$ cat config.mk
export PLATFORM = sky130hd
export DESIGN_NAME = sample_ctrl_flat
export DESIGN_NICKNAME = d
export VERILOG_FILES = /design/src/rtl/sample_ctrl_if.sv /design/src/rtl/sample_ctrl.sv /design/src/flat_wrapper.sv
export SDC_FILE = /design/constraint.sdc
export NUM_CORES = 1
export LEC_CHECK = 0
export ABC_AREA = 1
export CAP_MARGIN = 15
export CORE_MARGIN = 2
export CORE_UTILIZATION = 51
export CTS_BUF_LIST = sky130_fd_sc_hd__clkbuf_2 sky130_fd_sc_hd__clkbuf_4 sky130_fd_sc_hd__clkbuf_8
export CTS_CLUSTER_DIAMETER = 60
export DETAILED_ROUTE_END_ITERATION = 7
export MAX_ROUTING_LAYER = met4
export PLACE_DENSITY_LB_ADDON = 0.12
export SLEW_MARGIN = 20
export SYNTH_ARGS = -nofsm -noshare
export SYNTH_HDL_FRONTEND = slang
export SYNTH_SLANG_ARGS = --single-unit
$ cat constraint.sdc
create_clock -name clk -period 1.2 [get_ports clk]
set_input_delay 0.18 -clock clk [delete_from_list [all_inputs] [get_ports clk]]
set_output_delay 0.18 -clock clk [all_outputs]
set_load 0.03 [all_outputs]
$ cat src/rtl/sample_ctrl_if.sv
// Sample controller handshake bundle: sample/overflow/clear requests toward the
// controller and the datapath control strobes coming back from it.
interface sample_ctrl_if;
    logic       data_ready;
    logic       overflow;
    logic       window_clr;
    logic       modwait;
    logic       load_sample;
    logic       acc_clr;
    logic       mac_en;
    logic [3:0] tap_sel;
    logic       result_valid;
    logic       err;
    logic       overrun;
    logic       one_k_samples;

    // Sample source / datapath side that drives requests
    modport master (
        output data_ready, overflow, window_clr,
        input  modwait, load_sample, acc_clr, mac_en, tap_sel,
               result_valid, err, overrun, one_k_samples
    );

    // Controller side
    modport slave (
        input  data_ready, overflow, window_clr,
        output modwait, load_sample, acc_clr, mac_en, tap_sel,
               result_valid, err, overrun, one_k_samples
    );
endinterface

$ cat src/rtl/sample_ctrl.sv
// Sample-processing controller for a MAC filter datapath.
// Each accepted sample runs LOAD (1 cycle), MAC (NUM_TAPS cycles), OUT (1 cycle).
// One extra sample can be queued while busy; a further one is dropped and flagged.
// A wrapping sample counter flags when WINDOW samples have been loaded.
module sample_ctrl #(
    parameter int NUM_TAPS = 4,
    parameter int WINDOW   = 1000,
    parameter int CNT_BITS = 10
) (
    input  logic         clk,
    input  logic         rst,
    sample_ctrl_if.slave bus
);

    typedef enum logic [2:0] {
        S_IDLE,
        S_LOAD,
        S_MAC,
        S_OUT,
        S_ERR
    } state_t;

    localparam logic [3:0]          LAST_TAP = 4'(NUM_TAPS - 1);
    localparam logic [CNT_BITS-1:0] WIN_CNT  = CNT_BITS'(WINDOW);
    localparam logic [CNT_BITS-1:0] CNT_ONE  = CNT_BITS'(1);

    state_t              state_q, state_d;
    logic [3:0]          tap_q, tap_d;
    logic                pending_q, pending_d;
    logic                overrun_d;
    logic [CNT_BITS-1:0] cnt_q, cnt_d;

    logic                modwait_q;
    logic                load_sample_q;
    logic                acc_clr_q;
    logic                mac_en_q;
    logic [3:0]          tap_sel_q;
    logic                result_valid_q;
    logic                err_q;
    logic                overrun_q;
    logic                one_k_q;

    logic                busy;

    assign busy = (state_q == S_LOAD) || (state_q == S_MAC) || (state_q == S_OUT);

    // Next-state, tap index and pending/overrun bookkeeping
    always_comb begin
        state_d   = state_q;
        tap_d     = tap_q;
        pending_d = pending_q;
        overrun_d = 1'b0;

        // A sample arriving while busy is queued once; a second one is dropped
        if (busy && bus.data_ready) begin
            if (pending_q) begin
                overrun_d = 1'b1;
            end else begin
                pending_d = 1'b1;
            end
        end

        case (state_q)
            S_IDLE: begin
                if (bus.data_ready || pending_q) begin
                    state_d   = S_LOAD;
                    // Queued sample is consumed; a fresh one arriving together stays queued
                    pending_d = pending_q & bus.data_ready;
                end
            end
            S_LOAD: begin
                state_d = S_MAC;
                tap_d   = 4'd0;
            end
            S_MAC: begin
                if (bus.overflow) begin
                    state_d = S_ERR;
                    tap_d   = 4'd0;
                end else if (tap_q == LAST_TAP) begin
                    state_d = S_OUT;
                    tap_d   = 4'd0;
                end else begin
                    tap_d = tap_q + 4'd1;
                end
            end
            S_OUT: begin
                if (pending_q) begin
                    state_d   = S_LOAD;
                    pending_d = 1'b0;
                end else begin
                    state_d = S_IDLE;
                end
            end
            S_ERR: begin
                if (bus.data_ready) begin
                    state_d = S_LOAD;
                end
            end
            default: begin
                state_d = S_IDLE;
                tap_d   = 4'd0;
            end
        endcase
    end

    // Window counter: clear wins over the per-LOAD increment, wrap goes to 1
    always_comb begin
        cnt_d = cnt_q;
        if (bus.window_clr) begin
            cnt_d = '0;
        end else if (state_q == S_LOAD) begin
            cnt_d = (cnt_q == WIN_CNT) ? CNT_ONE : (cnt_q + CNT_ONE);
        end
    end

    // FSM state plus Moore outputs registered from the next state
    always_ff @(posedge clk) begin
        if (rst) begin
            state_q        <= S_IDLE;
            tap_q          <= 4'd0;
            pending_q      <= 1'b0;
            modwait_q      <= 1'b0;
            load_sample_q  <= 1'b0;
            acc_clr_q      <= 1'b0;
            mac_en_q       <= 1'b0;
            tap_sel_q      <= 4'd0;
            result_valid_q <= 1'b0;
            err_q          <= 1'b0;
            overrun_q      <= 1'b0;
        end else begin
            state_q        <= state_d;
            tap_q          <= tap_d;
            pending_q      <= pending_d;
            modwait_q      <= (state_d == S_LOAD) || (state_d == S_MAC) || (state_d == S_OUT);
            load_sample_q  <= (state_d == S_LOAD);
            acc_clr_q      <= (state_d == S_LOAD);
            mac_en_q       <= (state_d == S_MAC);
            tap_sel_q      <= (state_d == S_MAC) ? tap_d : 4'd0;
            result_valid_q <= (state_d == S_OUT);
            err_q          <= (state_d == S_ERR);
            overrun_q      <= overrun_d;
        end
    end

    // Sample window count and its registered terminal flag
    always_ff @(posedge clk) begin
        if (rst) begin
            cnt_q   <= '0;
            one_k_q <= 1'b0;
        end else begin
            cnt_q   <= cnt_d;
            one_k_q <= (cnt_d == WIN_CNT);
        end
    end

    assign bus.modwait       = modwait_q;
    assign bus.load_sample   = load_sample_q;
    assign bus.acc_clr       = acc_clr_q;
    assign bus.mac_en        = mac_en_q;
    assign bus.tap_sel       = tap_sel_q;
    assign bus.result_valid  = result_valid_q;
    assign bus.err           = err_q;
    assign bus.overrun       = overrun_q;
    assign bus.one_k_samples = one_k_q;

endmodule

$ cat src/flat_wrapper.sv
// flat-port wrapper written by rule: the top's interface ports become plain ports
module sample_ctrl_flat 
#(
    parameter int NUM_TAPS = 4,
    parameter int WINDOW   = 1000,
    parameter int CNT_BITS = 10
)
  (clk, rst, bus_data_ready, bus_overflow, bus_window_clr, bus_modwait, bus_load_sample, bus_acc_clr, bus_mac_en, bus_tap_sel, bus_result_valid, bus_err, bus_overrun, bus_one_k_samples);
  sample_ctrl_if bus_i ();
  input  logic clk;
  input  logic rst;
  input wire logic [$bits(bus_i.data_ready)-1:0] bus_data_ready;
  input wire logic [$bits(bus_i.overflow)-1:0] bus_overflow;
  input wire logic [$bits(bus_i.window_clr)-1:0] bus_window_clr;
  output wire logic [$bits(bus_i.modwait)-1:0] bus_modwait;
  output wire logic [$bits(bus_i.load_sample)-1:0] bus_load_sample;
  output wire logic [$bits(bus_i.acc_clr)-1:0] bus_acc_clr;
  output wire logic [$bits(bus_i.mac_en)-1:0] bus_mac_en;
  output wire logic [$bits(bus_i.tap_sel)-1:0] bus_tap_sel;
  output wire logic [$bits(bus_i.result_valid)-1:0] bus_result_valid;
  output wire logic [$bits(bus_i.err)-1:0] bus_err;
  output wire logic [$bits(bus_i.overrun)-1:0] bus_overrun;
  output wire logic [$bits(bus_i.one_k_samples)-1:0] bus_one_k_samples;
  assign bus_i.data_ready = bus_data_ready;
  assign bus_i.overflow = bus_overflow;
  assign bus_i.window_clr = bus_window_clr;
  assign bus_modwait = bus_i.modwait;
  assign bus_load_sample = bus_i.load_sample;
  assign bus_acc_clr = bus_i.acc_clr;
  assign bus_mac_en = bus_i.mac_en;
  assign bus_tap_sel = bus_i.tap_sel;
  assign bus_result_valid = bus_i.result_valid;
  assign bus_err = bus_i.err;
  assign bus_overrun = bus_i.overrun;
  assign bus_one_k_samples = bus_i.one_k_samples;
  sample_ctrl #(.NUM_TAPS(NUM_TAPS), .WINDOW(WINDOW), .CNT_BITS(CNT_BITS)) u_core (.clk(clk), .rst(rst), .bus(bus_i));
endmodule
# After elaboration in Yosys (flattened, before gate mapping)
# Cells that the tools add are included.
# word_totals
word_cells,55
output_inout_bits,12
ff_bits,29
# op_classes
n_addsub,2
eq_ne,11
n_mux,17
bitwise_logic,3
reduce_logical,10
# op_table
operator,count
10-bit 2-to-1 mux,3
10-bit equality test (second input constant),2
3-bit one-hot mux with 5 select lines,1
3-bit by 2-bit equality test with 1-bit output (second input constant),4
3-bit 2-to-1 mux,4
10-bit by 1-bit adder with 10-bit output (second input constant),1
4-bit 2-to-1 mux,2
4-bit one-hot mux with 2 select lines,1
3-bit by 1-bit equality test with 1-bit output (second input constant),2
3-bit equality test (second input constant),2
1-bit logical OR,5
1-bit 2-to-1 mux,5
4-bit by 1-bit adder with 4-bit output (second input constant),1
4-bit by 2-bit equality test with 1-bit output (second input constant),1
2-bit OR reduction,2
3-bit logical NOT,1
3-bit OR reduction,1
1-bit NOT,2
1-bit one-hot mux with 2 select lines,1
1-bit bitwise AND,1
1-bit logical AND,1

# Longest topological paths before layout
# depth
word_depth,7
depth_mapped,11

# Worst setup path before layout
# No wires, ideal clock.
# synth_path
path_type,reg2reg
start,reg u_core.cnt_q[0]
end,reg u_core.one_k_q (netlist: u_core.bus.one_k_samples)
stages_incl_launch_ff,10
t_arrival_ps,1227
setup_slack_ps,-91
synth_period_minus_slack_ps,1291
path_cell_list,dfxtp_1 -> ha_1 -> nand3_1 -> inv_1 -> nand2_2 -> o21bai_2 -> nand2_2 -> nor2_2 -> nand3_1 -> nor2_1
# synth_via
elab_chain_cells,5
# synth_rtl
element,line_no,source
from (decl),sample_ctrl.sv:31,"logic [CNT_BITS-1:0] cnt_q, cnt_d;"
from (signal assigned),sample_ctrl.sv:151,cnt_q <= cnt_d;
10-bit by 1-bit adder with 10-bit output or 10-bit equality test (tied branches),sample_ctrl.sv:112,cnt_d = (cnt_q == WIN_CNT) ? CNT_ONE : (cnt_q + CNT_ONE);
10-bit 2-to-1 mux,sample_ctrl.sv:112,
10-bit 2-to-1 mux (*),sample_ctrl.sv:111,end else if (state_q == S_LOAD) begin
10-bit 2-to-1 mux (*),sample_ctrl.sv:109,if (bus.window_clr) begin
10-bit equality test (*),sample_ctrl.sv:152,one_k_q <= (cnt_d == WIN_CNT);
to (signal assigned),sample_ctrl.sv:152,
to (decl),sample_ctrl.sv:41,logic one_k_q;
# Every way passes the cells marked *; elsewhere a longest branch is shown, timed or not.
# A chain may end at the register's enable or synchronous reset.

# Worst setup path in the final report
# Same ends and word-level chain as after synthesis.

==> results.md <==
Status:
- The flow ran to the end, but the final reports show violations.
- The final reports fail on negative setup slack.

Logic synthesis:
- Yosys mapped a number of flops with a built-in enable equal to 0.
- The post-synth net total is 197.
- The commonest cells after synthesis are sky130_fd_sc_hd__nand2_1, sky130_fd_sc_hd__dfxtp_1, sky130_fd_sc_hd__inv_1, sky130_fd_sc_hd__nor2_1, sky130_fd_sc_hd__nand3_1.
- Sorting the synthesized cells by area gives the leading types as sky130_fd_sc_hd__dfxtp_1, sky130_fd_sc_hd__nand2_1, sky130_fd_sc_hd__inv_1, sky130_fd_sc_hd__nor2_1, sky130_fd_sc_hd__nand3_1.
- The share of synthesized area in the top cell type comes to 0.418.
- The count of synthesis-stage warnings from yosys is 0.
- The cell type with the highest aggregate area in the netlist is sky130_fd_sc_hd__dfxtp_1.
- The cell with the most instances after synthesis is sky130_fd_sc_hd__nand2_1.
- The synthesized area per cell is 7.34 sq um.
- The count of mapped cells out of synthesis is 189.
- The predominant post-synthesis flop cell is sky130_fd_sc_hd__dfxtp_1.
- The proportion of synthesized chip area in sequential cells is 0.418.
- The post-synthesis async set-or-reset flop share is 0.
- The synthesized flop and latch total is 29.
- After synthesis, the netlist uses 30 different library cells.
- The synthesized area is between 1000 and 1500 sq um.

Clock tree:
- The count of clock tree sinks is 29.
- The clock insertion delay at the later pin of the skew report is 0.34 ns.
- TritonCTS built the clock tree.
- The number of hold buffers added after cts is 0.
- After clock tree synthesis, the clock-pin slew on the worst setup and hold paths is 0.10 ns.
- The clock passes through at most 2 buffers.
- Clock tree synthesis inserted a total of 5 buffers.
- The number of H-tree levels is 2.
- The master cell of the clock root buffer is sky130_fd_sc_hd__clkbuf_4.

Final layout:
- The number of diodes added for antenna fixing is 0.
- The layout-stage area growth over the synthesis result is 72.8%.
- After routing the design area is 2400 sq um.
- The layout net count is between 200 and 300.
- The fraction of layout cells with a size suffix above 1 is 0.587.

Setup path:
- Along the worst path, the maximum fanout reaches 4.
- Traced cell by cell, the critical path runs through ha_4, nand3_4, inv_1, nand2_2, nand2_1, nand2_1, nand2_1, nor2_1, nand4_1, nor2_2.
- On the worst path, the slowest cell contributes a delay of 0.39 ns.
- The arrival time at the worst endpoint is 1.88 ns.
- In this run the critical register-to-register path is captured at u_core.bus.one_k_samples.
- The worst setup path startpoint is u_core.cnt_q[0].
- The cell that appears most often on the critical path is sky130_fd_sc_hd__nand2_1.
- The end point of the critical path is u_core.bus.one_k_samples.
- The worst setup path is captured at a flip-flop.
- The cell with the largest stage delay on the worst path is sky130_fd_sc_hd__dfxtp_4.
- The endpoint required time on the critical path is 1.49 ns.
- The worst register-to-register path begins at u_core.cnt_q[0].
- The internal reg-to-reg setup slack is -0.40 ns.
- The number of cells on the worst reg-to-reg path is 10.
- The startpoint type of the worst setup path is a flip-flop.
- The critical path is of the reg2reg type.

Global route:
- Global routing finished with a remaining overflow of 0.
- The number of antenna violations at the first check in global routing is 0.
- The number of global-route vias before repair is 1596.
- Entering global routing, the biggest net connects 11 pins.
- The first-pass GRT wire length is 7490 microns.
- For this run, the total global-route usage over all layers was measured as 0.325.

Die:
- The number of placed I/O pins is 17.
- The floorplan step defined a die boundary enclosing 3150 sq um.
- The core region is 2520 sq um.
- In this run the core area contains 18 standard-cell rows.
- The overall die height is 56.2 microns.
- The effective utilization at floorplan is 0.550.
- The horizontal die dimension is 56.2 microns.

STA:
- The worst-margin pin slew is 0.385 ns.
- The setup clock skew after layout is 0.00477 ns.
- After routing, the total negative slack on setup checks comes to -4.34 ns.
- The final count of hold timing violations is 0.
- The count of final max-slew check failures came to 0.
- Setup repair after global routing could not meet its margin everywhere.
- The worst max-slew margin expressed relative to the limit is 0.742.
- Of the available clock period, the critical path in the final layout requires 1.33.
- For this run, the top clock speed supported by timing is approximately 0.63 GHz.
- The final hold slack is 0.584 ns.
- Subtracting the final worst setup slack from the clock period gives 1.60 ns.
- Setup violations remaining at the end of the flow were counted as 27.
- The worst-case setup margin in the final layout is -0.395 ns.

Flow run:
- Across the run, the number of max-cap violations was 0.

Worst hold path:
- The worst hold path belongs to the class in2reg.
- The worst hold path startpoint is bus_data_ready.

Place:
- The number of I/O port buffers is 16.
- Summing all placed instances gives a cell area of roughly 1800 sq um.
- The half-perimeter wire length after detailed placement is between 2000 and 3000 microns.
- The global placement routability congestion is 0.883.

Pwr:
- Dividing total power by cell area gives a power density of 861 nW/um^2.
- The cell leakage power is 0.957 nW.
- The largest vdd supply drop is 1.07 mV.

Detailed routing:
- The pre-antenna-repair detailed-routing pass consisted of 5 iterations.
- In the routed design, unresolved DRC markers number 0.
- The average wire per standard cell is 24.4 microns.
- The routed via count divided by cell count is approximately 6.3.
- The number of DRC markers after the initial detailed-route iteration is 195.
- The antenna violation net count after detailed routing is 0.
- The detailed-route wire length is 6870 microns.
- The via total after detailed routing is 1778.
==> cell families after synthesis <==
family	after synthesis	share of synthesized area
AOI/OAI and AO/OA	15	0.0757
DFF	29	0.418
adders and majority gates	3	0.0271
and+or+nand+nor	102	0.360
xor gates and xnor gates	2	0.0126
buffers and inverters	38	0.106
==> power breakdown <==
part           switching [mW]  internal, mW  leakage [nW]
Sequential             0.0309         0.975         0.241
Combinational           0.253         0.186         0.681
Clock                   0.375         0.245        0.0354
Total                   0.658          1.41         0.957
==> critical path, delay by kind of cell (launching register included) <==
| kind | cells | cell delay, ns |
|---|---|---|
| and+or+nand+nor | 8 | 0.88 |
| DFF | 1 | 0.39 |
| buffers and inverters | 1 | 0.08 |
| adders and majority gates | 1 | 0.19 |
==> metrics by stage <==
step | power (mW) | instances | setup WS [ns] | utilization
floorplan | 1.17 | 189 | -0.0437 | -
global placement | 1.26 | 259 | -0.183 | 0.706
detailed placement | 1.27 | 259 | -0.203 | 0.706
CTS | 1.94 | 274 | -0.134 | 0.842
global route | 2.12 | 282 | -0.438 | 0.950
finish | 2.06 | 282 | -0.395 | 0.950
==> how the worst min path moves through the flow <==
stage | endpoint | slack [ns] | cells after the start
6_report | u_core.bus.overrun | 0.58 | 3
5_1_grt | u_core.bus.overrun | 0.57 | 3
4_1_cts | u_core.bus.overrun | 0.44 | 3
3_5_place_dp | u_core.state_q[2] | 0.53 | 2
3_3_place_gp | u_core.bus.overrun | 0.52 | 2
2_1_floorplan | u_core.state_q[2] | 0.34 | 2
==> layout by cell type (no fill, tap or decap), types with 3 or more instances in the layout <==
cell type,count
sky130_fd_sc_hd__a21oi_1,3
sky130_fd_sc_hd__nor3_2,3
sky130_fd_sc_hd__inv_4,5
sky130_fd_sc_hd__nor2_2,10
sky130_fd_sc_hd__nand3_1,7
sky130_fd_sc_hd__nand3_4,4
sky130_fd_sc_hd__inv_2,5
sky130_fd_sc_hd__buf_4,32
sky130_fd_sc_hd__dfxtp_1,20
sky130_fd_sc_hd__nand3_2,6
sky130_fd_sc_hd__buf_6,10
sky130_fd_sc_hd__clkdlybuf4s50_1,4
sky130_fd_sc_hd__inv_1,23
sky130_fd_sc_hd__nand2_1,24
sky130_fd_sc_hd__nor2_4,10
sky130_fd_sc_hd__clkdlybuf4s15_2,10
sky130_fd_sc_hd__dfxtp_2,3
sky130_fd_sc_hd__nor2_1,14
sky130_fd_sc_hd__dfxtp_4,6
sky130_fd_sc_hd__nor3_4,4
sky130_fd_sc_hd__ha_4,3
sky130_fd_sc_hd__nand2_4,7
sky130_fd_sc_hd__nand2_2,5
sky130_fd_sc_hd__a22oi_2,3
sky130_fd_sc_hd__nand4_1,6
sky130_fd_sc_hd__clkbuf_4,6
==> timing repair <==
| action | 4_1_cts | 5_1_grt |
|---|---|---|
| gates resized for setup | 94 | 57 |
| endpoints found under the setup margin | 34 | 27 |
| gates cloned | 0 | 0 |
| pin swaps | 24 | 26 |
| setup buffers | 8 | 10 |
==> cell type report <==
class,count,area (sq um)
multi-input combinational,122,1020
sequential,29,607
timing repair buffer,58,520
inverter,35,154
fill,68,125
clock buffer,6,45.0
tap,30,37.5
clock inverter,2,10.0
==> metal layers <==
metal | global-route usage | vias to the layer above | routed length (microns) | share of wire
met3 | 0.0977 | 81 | 686 | 0.10
li1 | - | 725 | - | -
met1 | 0.378 | 789 | 2360 | 0.34
met4 | 0.143 | 0 | 724 | 0.11
met2 | 0.518 | 183 | 3090 | 0.45
met5 | - | - | 0 | 0
==> registers in the layout, summed over array words and instances (netlist names) <==
signal                    cells
u_core.bus.modwait            1
u_core.bus.mac_en             1
u_core.pending_q              1
u_core.bus.overrun            1
u_core.bus.result_valid       1
u_core.tap_q                  4
u_core.bus.tap_sel            4
u_core.state_q                3
u_core.bus.err                1
u_core.bus.load_sample        1
u_core.cnt_q                 10
u_core.bus.one_k_samples      1
No activity file was read; power rests on OpenSTA's default activity.
